<file path="src/rtl/q_pkg.sv">
// Shared widths and FSM state encoding for the Q-learning update datapath.
package q_pkg;
  localparam int Q_W     = 18;
  localparam int STATE_W = 15;
  localparam int ACT_W   = 4;
  localparam int INT_W   = 20;

  typedef enum logic [1:0] {
    ST_IDLE = 2'd0,
    ST_TGT  = 2'd1,
    ST_DLT  = 2'd2,
    ST_WR   = 2'd3
  } q_state_e;
endpackage

</file>
<file path="src/rtl/q_sat_18bit.sv">
// Clamps a 20-bit signed sum into the unsigned 18-bit Q-value range.
module q_sat_18bit
  import q_pkg::*;
(
  input  logic signed [INT_W-1:0] sum,
  output logic        [Q_W-1:0]   q_sat
);

  always_comb begin
    q_sat = sum[Q_W-1:0];
    if (sum[INT_W-1]) begin
      q_sat = '0;
    end else if (|sum[INT_W-2:Q_W]) begin
      q_sat = '1;
    end
  end

endmodule

</file>
<file path="src/rtl/q_update_18bit.sv">
// Q(s,a) <- Q + alpha*(r + gamma*maxQ' - Q), one request per four clocks.
// state | meaning
// IDLE  | ready for a request; inputs captured on transfer
// TGT   | target = reward + discounted max next-state Q
// DLT   | step = (target - q_old) scaled by alpha
// WR    | saturated q_old + step presented with wr_en
module q_update_18bit
  import q_pkg::*;
#(
  parameter int ALPHA_SHIFT = 3,
  parameter int GAMMA_SHIFT = 3
) (
  input  logic                     clk,
  input  logic                     rst,
  input  logic                     in_valid,
  output logic                     in_ready,
  input  logic [Q_W-1:0]           q_old,
  input  logic [Q_W-1:0]           max_q_next,
  input  logic [Q_W-1:0]           reward,
  input  logic                     terminal,
  input  logic [STATE_W-1:0]       state_idx,
  input  logic [ACT_W-1:0]         action,
  output logic                     wr_en,
  output logic [STATE_W+ACT_W-1:0] wr_addr,
  output logic [Q_W-1:0]           wr_data
);

  q_state_e state, state_nxt;

  logic                     accept;
  logic [Q_W-1:0]           q_old_r;
  logic [Q_W-1:0]           max_q_r;
  logic [Q_W-1:0]           reward_r;
  logic                     terminal_r;
  logic [STATE_W+ACT_W-1:0] addr_r;
  logic [STATE_W+ACT_W-1:0] addr_hold;
  logic [Q_W-1:0]           data_hold;
  logic signed [INT_W-1:0]  target_r;
  logic signed [INT_W-1:0]  step_r;

  logic signed [INT_W-1:0]  reward_ext;
  logic signed [INT_W-1:0]  max_ext;
  logic signed [INT_W-1:0]  q_ext;
  logic signed [INT_W-1:0]  disc;
  logic signed [INT_W-1:0]  target_nxt;
  logic signed [INT_W-1:0]  delta;
  logic signed [INT_W-1:0]  step_nxt;
  logic signed [INT_W-1:0]  sum;
  logic        [Q_W-1:0]    sat_q;

  // Ready is gated by rst so upstream never sees a transfer during reset.
  assign in_ready = (state == ST_IDLE) && !rst;
  assign accept   = in_valid && in_ready;

  assign reward_ext = {{(INT_W-Q_W){reward_r[Q_W-1]}}, reward_r};
  assign max_ext    = {{(INT_W-Q_W){1'b0}}, max_q_r};
  assign q_ext      = {{(INT_W-Q_W){1'b0}}, q_old_r};
  assign disc       = terminal_r ? '0 : (max_ext - (max_ext >>> GAMMA_SHIFT));
  assign target_nxt = reward_ext + disc;
  assign delta      = target_r - q_ext;
  assign step_nxt   = delta >>> ALPHA_SHIFT;
  assign sum        = q_ext + step_r;

  q_sat_18bit u_sat (
    .sum   (sum),
    .q_sat (sat_q)
  );

  always_comb begin
    state_nxt = state;
    unique case (state)
      ST_IDLE: if (accept) state_nxt = ST_TGT;
      ST_TGT:  state_nxt = ST_DLT;
      ST_DLT:  state_nxt = ST_WR;
      ST_WR:   state_nxt = ST_IDLE;
      default: state_nxt = ST_IDLE;
    endcase
  end

  always_ff @(posedge clk or posedge rst) begin
    if (rst) begin
      state      <= ST_IDLE;
      q_old_r    <= '0;
      max_q_r    <= '0;
      reward_r   <= '0;
      terminal_r <= 1'b0;
      addr_r     <= '0;
      addr_hold  <= '0;
      data_hold  <= '0;
      target_r   <= '0;
      step_r     <= '0;
    end else begin
      state <= state_nxt;
      if (accept) begin
        q_old_r    <= q_old;
        max_q_r    <= max_q_next;
        reward_r   <= reward;
        terminal_r <= terminal;
        addr_r     <= {state_idx, action};
      end
      if (state == ST_TGT) target_r <= target_nxt;
      if (state == ST_DLT) step_r   <= step_nxt;
      if (state == ST_WR) begin
        addr_hold <= addr_r;
        data_hold <= sat_q;
      end
    end
  end

  // Live result during WR, last written result afterwards.
  assign wr_en   = (state == ST_WR);
  assign wr_addr = wr_en ? addr_r : addr_hold;
  assign wr_data = wr_en ? sat_q  : data_hold;

endmodule

</file>
<file path="config.mk">
export PLATFORM = sky130hd
export DESIGN_NAME = q_update_18bit
export DESIGN_NICKNAME = d
export VERILOG_FILES = /design/src/rtl/q_pkg.sv /design/src/rtl/q_sat_18bit.sv /design/src/rtl/q_update_18bit.sv
export SDC_FILE = /design/constraint.sdc
export NUM_CORES = 1
export LEC_CHECK = 0
export ABC_AREA = 1
export BUFFER_PORTS_ARGS = -buffer_cell sky130_fd_sc_hd__buf_2
export CAP_MARGIN = 40
export CELL_PAD_IN_SITES_DETAIL_PLACEMENT = 1
export CELL_PAD_IN_SITES_GLOBAL_PLACEMENT = 1
export CORE_MARGIN = 8
export CORE_UTILIZATION = 35
export CTS_BUF_LIST = sky130_fd_sc_hd__clkbuf_16
export CTS_CLUSTER_SIZE = 16
export DETAILED_ROUTE_END_ITERATION = 8
export HOLD_SLACK_MARGIN = 0.12
export PLACE_DENSITY_LB_ADDON = 0.15
export SLEW_MARGIN = 15
export SYNTH_ARGS = -nofsm -noshare
export SYNTH_HDL_FRONTEND = slang
export SYNTH_SLANG_ARGS = --single-unit
</file>
<file path="constraint.sdc">
create_clock -name clk -period 7.81 [get_ports clk]
set_input_delay 1.1715 -clock clk [delete_from_list [all_inputs] [get_ports clk]]
set_output_delay 1.1715 -clock clk [all_outputs]
set_load 0.01 [all_outputs]
</file>
==> results of run 1 <==
layer usage:
| layer | track usage | routed length (um) | up-vias | part of all wire |
|---|---|---|---|---|
| li1 | - | - | 4624 | - |
| met4 | 0.04481 | 463 | 0 | 0.015 |
| met3 | 0.03217 | 804 | 33 | 0.026 |
| met2 | 0.3473 | 16220 | 111 | 0.52 |
| met5 | 0 | 0 | - | 0 |
| met1 | 0.2233 | 13730 | 4373 | 0.44 |
cell type report:
type / count / area [um2] / share of cell area
Clock buffer: 17 / 425.4 / 0.03662
Clock inverter: 15 / 156.4 / 0.01346
Inverter: 140 / 530.5 / 0.04567
Multi-Input combinational cell: 1038 / 5653 / 0.4866
Sequential cell: 150 / 3754 / 0.3231
Tap cell: 384 / 480.5 / 0.04136
Timing Repair Buffer: 119 / 618.1 / 0.05320
worst reg2reg max path: stages (launching register included):
cell and delay (ps):
dfrtp_1 370, inv_1 60, ha_1 370, a21oi_1 270
nand2_1 160, a21oi_1 250, o21ai_0 160, xnor2_1 240
nor2_1 80, ha_1 370, a21oi_1 180, a21boi_0 500
nand3_1 170, or2_2 300, nand3_1 70, nand2_1 60
worst max-delay path by stage:
stage	startpoint	slack [ps]	to	cells past startpoint
3_5_place_dp	max_q_r[5]	4180	target_r[10]	15
4_1_cts	step_r[16]	3860	wr_data[3]	12
6_report	step_r[16]	3910	wr_data[3]	12
5_1_grt	step_r[16]	3670	wr_data[17]	12
3_3_place_gp	max_q_r[2]	4150	target_r[10]	14
2_1_floorplan	rst	2600	addr_hold[0]	1
cells in the mapped netlist, drive strengths merged (2+ instances only):
cell type / count / area share
nand2: 455 / 0.17
dfrtp: 150 / 0.37
inv: 139 / 0.052
nor2: 136 / 0.054
a21oi: 105 / 0.054
ha: 75 / 0.093
nand3: 67 / 0.034
o21ai: 53 / 0.026
mux2: 40 / 0.045
nand3b: 18 / 0.015
nand4: 18 / 0.012
clkbuf: 17 / 0.0064
xnor2: 16 / 0.014
buf: 8 / 0.0054
nor3: 8 / 0.0040
xor2: 8 / 0.0070
a31oi: 7 / 0.0044
or2: 7 / 0.0044
o21bai: 6 / 0.0045
a21o: 5 / 0.0037
a21boi: 3 / 0.0022
fa: 3 / 0.0060
o21a: 3 / 0.0022
and2: 2 / 0.0012
registers in the layout, indices dropped and copies added, names as in the netlist, 17 cells and up:
register / count
target_r: 20
addr_hold: 19
addr_r: 19
data_hold: 18
max_q_r: 18
q_old_r: 18
reward_r: 18
step_r: 17
cells by family (layout without fill, tap and decap cells):
kind of cell / after synthesis / in the layout / share of synthesized area
DFF: 150 / 150 / 0.3738
AOI/OAI and AO/OA: 184 / 184 / 0.09930
xor gates and xnor gates: 24 / 24 / 0.02093
buffers and inverters: 165 / 291 / 0.06404
and+or+nand+nor: 712 / 712 / 0.2977
muxes: 40 / 40 / 0.04485
adders and majority gates: 78 / 78 / 0.09943
placed cells by master (no fill, tap or decap), types with 40 or more instances in the layout:
cell type,n
nand2_1,444
dfrtp_1,150
nor2_1,133
inv_1,131
buf_2,115
a21oi_1,102
ha_1,75
nand3_1,66
o21ai_0,51
mux2_2,40
per-stage QoR:
step           utilization  cells  cell area, um2  hold slack (ps)
2_1_floorplan            -   1353           10040            452.8
3_3_place_gp        0.3869   1830           11020            448.1
3_5_place_dp        0.3876   1831           11040            454.9
4_1_cts             0.4081   1863           11620            472.2
5_1_grt             0.4081   1863           11620            483.2
6_report            0.4081   1863           11620            467.1
==> impl_metrics.yaml, run 1 <==
global_route:
  grt_pass1_vias: 9696
  grt_max_degree: 84
  grt_pass1_wl_um: 51140
  grt-ovfl-total: 0
  track_usage: 0.1883
  antenna_found_initial: 0
yosys:
  synth_edf_count: 0
  netlist_area_mm2: 0.01004
  syn-num-nets: 1508
  synthArstFlopShare: 1.000
  ys_warn_count: 0
  ys.flop_type: "dfrtp_1"
  avgSynthCellArea_um2: 7.422
  synthDistinctLibCells: 43
  ys_seq_elements: 150
  syn-instance-count: 1353
  ys_seq_area_frac: 0.3738
timing:
  finalHoldViolCount: 0
  grt_setup_unrepaired: "no"
  fin_ws_ps: 3907
  maxSlewViolCount: 0
  clock.fmax_ghz: 0.2562
  finalCriticalPeriod_ps: 3903
  max_slew.worst_pin.slew_ps: 749.3
  finalSetupViolations: 0
  fin_setup_tns_ps: 0
  relSlewSlack: 0.5005
  fin_crit_sh: 0.4998
  skew_ps: 12.23
cts:
  cts_buffers: 17
  clock_latency_ps: 440
  cts_hold_buf: 0
  post_cts_buffers: 0
  cts_sinks: 150
  cts_resized: 0
  root_buffer: "clkbuf_16"
  cts_tree: "yes"
  clk_path_buf_depth: 2
  htreeDepth: 4
  clkTransAtPathRegs_ps: 70
worst_setup_path:
  path_delay_family: "simple AND/OR/NAND/NOR gates"
  crit_path_max_fanout: 18
  slowest_delay_ps: 500
  cp-end-kind: "primary output"
  r2r_end: "target_r[10]"
  crit_slowest_cell: "dfrtp_1"
  crit_top_cell: "nand2_1"
  required_ps: 6640
  worstSetupPathType: "reg -> out"
  crit_buf_inv: 2
  arrival_ps: 2730
  r2r_start: "max_q_r[5]"
  ff2ff_setup_slack_ps: 4080
  rr_worst_depth: 15
  start_kind: "flip-flop"
  path_cells: "ha_1, nand2_1, inv_2, nand2_1, nor2_4, nand3b_4, nand4_2, nand2_2, nor2_8, nand2_1, nand2_1, buf_2"
hold_path:
  min_to: "addr_hold[9]"
  hold_depth: 2
  hp-start: "addr_hold[9]"
  hold_path.class: "reg -> reg"
die:
  io_pins: 116
  die_w_um: 185.4
  core_mm2: 0.02847
  dieArea_mm2: 0.03437
  die_y_um: 185.4
  rows: 62
  start_util: 0.3527
placement:
  place.gp.congestion: 0.9310
  port_buffers: 115
  dp_hpwl_um: 25090
  place_ws_ps: 4181
detailed_routing:
  vias_per_cell: 4.907
  drt_first_pass_iters: 4
  drt_iter0_markers: 427
  wl_per_cell_um: 16.76
  drc_errors: 0
  num_vias: 9141
  ant_nets: 0
  wirelength_um: 31230
status:
  status: "complete, no violations"
cells_and_area:
  num_antenna_cells: 0
  syn2layout_area_growth_pct: 15.69
  fillers: 3645
  drive_above_1_share: 0.1521
  nNetsFinal: 1621
job:
  maxCapViolations: 0
Power of run 1 is left out: the tool's default activity adds up to more than one toggle a clock period on the data nets, which glitch-free logic cannot reach.
==> run 2: changes to the inputs <==
--- a/config.mk
+++ b/config.mk
@@ -5,7 +5,7 @@
 export SDC_FILE = /design/constraint.sdc
 export NUM_CORES = 1
 export LEC_CHECK = 0
-export ABC_AREA = 1
+export ABC_AREA = 0
 export BUFFER_PORTS_ARGS = -buffer_cell sky130_fd_sc_hd__buf_2
 export CAP_MARGIN = 40
 export CELL_PAD_IN_SITES_DETAIL_PLACEMENT = 1
==> constraint.sdc (replaced) <==
create_clock -name clk -period 3.6 [get_ports clk]
set_input_delay 0.54 -clock clk [delete_from_list [all_inputs] [get_ports clk]]
set_output_delay 0.54 -clock clk [all_outputs]
set_load 0.01 [all_outputs]
==> run 2 against run 1 <==
The flow now finishes with violations (negative setup slack). Non-clock buffer count is 72 higher. Worst hold slack lost 200 ps. Register-to-register slack worse by 4200 ps. Core utilization up 4.0 points. Die area is 8.3% lower. Critical endpoint is now target_r[18]. Highest routed layer unchanged.
==> impl_metrics.yaml, run 2 <==
placement:
  port_buffers: 115
  place.gp.congestion: 0.7969
  dp_hpwl_um: 17460
  place_ws_ps: -290.6
  place_area_mm2: 0.01052
worst_setup_path:
  crit_slowest_cell: "dfrtp_1"
  start_kind: "flip-flop"
  path_delay_family: "compound AO/OA/AOI/OAI gates"
  critical_path_depth: 19
  slowest_delay_ps: 390
  worstSetupPathType: "reg -> reg"
  cp-end-kind: "flip-flop"
  path_cells: "inv_2, ha_4, inv_2, fa_2, a21o_1, a21oi_2, buf_4, o21ai_4, a31o_4, a31oi_4, o21ai_2, mux2_4, ha_4, and2_4, o21a_1, o21ai_1, nand2b_1, o31a_1, o31ai_2"
  required_ps: 3930
  crit_buf_inv: 3
  arrival_ps: 4040
  rr_worst_depth: 19
  crit_path_max_fanout: 4
timing:
  hold_slack_ps: 268.3
  fin_crit_sh: 1.029
  maxSlewViolCount: 0
  grt_setup_unrepaired: "yes"
  clock.fmax_ghz: 0.2700
  skew_ps: 14.48
  max_slew.worst_pin.slew_ps: 791.8
  finalCriticalPeriod_ps: 3703
  fin_ws_ps: -103.5
  relSlewSlack: 0.4710
  finalSetupViolations: 18
  finalHoldViolCount: 0
yosys:
  ys_seq_area_frac: 0.4112
  ys_warn_count: 0
  synth_commonest_cells: "dfrtp_1 (150), mux2_2 (122), ha_1 (75)"
  ys_seq_elements: 150
  syn-instance-count: 853
  yosysTopAreaCell: "dfrtp_1"
  synthDistinctLibCells: 71
  syn-num-nets: 1008
  synth_edf_count: 0
  netlist_area_mm2: 0.009128
  ys.flop_type: "dfrtp_1"
  avgSynthCellArea_um2: 10.70
  yosys-top-cells-area: "dfrtp_1 (41%), mux2_2 (15%), ha_1 (10%)"
  yosysMostFrequentCell: "dfrtp_1"
  yosys.area.top_type_share: 0.4112
  synthArstFlopShare: 1.000
cts:
  root_buffer: "clkbuf_16"
  clock_latency_ps: 430
  clkTransAtPathRegs_ps: 70
  clk_path_buf_depth: 2
  cts_tree: "yes"
  htreeDepth: 4
  cts_hold_buf: 0
  cts_buffers: 17
  cts_sinks: 150
detailed_routing:
  drc_errors: 0
  num_vias: 6959
  drt_first_pass_iters: 6
  wirelength_um: 22640
  wl_per_cell_um: 16.33
  ant_nets: 0
  vias_per_cell: 5.021
  drt_iter0_markers: 238
global_route:
  grt_max_degree: 54
  grt-ovfl-total: 0
  track_usage: 0.1506
  antenna_found_initial: 0
  grt_pass1_vias: 7478
  grt_pass1_wl_um: 38320
die:
  die_w_um: 177.5
  die_y_um: 177.5
  io_pins: 116
  core_mm2: 0.02584
  rows: 59
  start_util: 0.3533
  dieArea_mm2: 0.03150
cells_and_area:
  largest_reg_flops: 20
  syn2layout_area_growth_pct: 26.76
  final_area_mm2: 0.01157
  fin_util: 0.4478
  reg_top3: "target_r: 20 flops, addr_hold: 19 flops, addr_r: 19 flops"
  drive_above_1_share: 0.3863
  layout_common_cells: "dfrtp_1 (150), mux2_2 (120), buf_2 (113), ha_1 (68), buf_4 (67)"
  largest-register: "target_r"
  final_common_cell: "dfrtp_1"
  num_antenna_cells: 0
  nNetsFinal: 1194
hold_path:
  hold_path.class: "in -> async"
status:
  status: "complete, but fails checks"
  violations: "negative setup slack"
job:
  maxCapViolations: 0
[run 2: cell count changes after synthesis, sizes merged, moves of 18 or more]
cell / delta
nor2b: +32
nand3: -58
mux2: +82
xnor2: +18
o22a: +18
inv: -82
a21oi: -63
nand2: -413
nor2: -91
[run 2: logic make-up after synthesis]
family | after synthesis | share of synthesized area
AOI/OAI and AO/OA | 193 | 0.1460
muxes | 123 | 0.1520
adders and majority gates | 78 | 0.1094
xor gates and xnor gates | 45 | 0.04318
and+or+nand+nor | 182 | 0.1019
DFF | 150 | 0.4112
buffers and inverters | 82 | 0.03632
[run 2: timing repair]
item                                    in CTS  in global routing
buffers inserted                            10                  7
pin swaps                                   24                 23
endpoints found under the setup margin      29                 30
resized for setup                           39                 36
[run 2: stage by stage]
step	instances	setup TNS [ps]
2_1_floorplan	853	0
3_3_place_gp	1338	-663.2
3_5_place_dp	1338	-1288
4_1_cts	1379	-1368
5_1_grt	1386	-6682
6_report	1386	-542.3
[run 2: area by class of cell]
| class | instances | area [um2] |
|---|---|---|
| clock buffer | 17 | 425.4 |
| clock inverter | 14 | 197.7 |
| fill | 2888 | 14270 |
| inverter | 58 | 221.5 |
| multi-input combinational | 621 | 5334 |
| sequential | 150 | 3754 |
| tap | 335 | 419.2 |
| timing repair buffer | 191 | 1219 |
[run 2: final timing paths]
check,from,slack (ps),endpoint
max,max_q_r[0],-100,target_r[18]
min,rst,270,addr_r[7]
max reg2reg,max_q_r[0],-100,target_r[18]
min reg2reg,step_r[14],490,step_r[14]
max in group asynchronous,rst,2540,data_hold[10]
min in group clk,reward[16],340,reward_r[16]
[run 2: layer usage]
layer	vias to the layer above	track usage	routed length [um]
met3	17	0.02723	691
met2	91	0.2462	10780
met5	-	0	0
met1	3408	0.1978	10900
met4	0	0.05106	265
li1	3443	-	-
Power of run 2 is left out for the same reason.
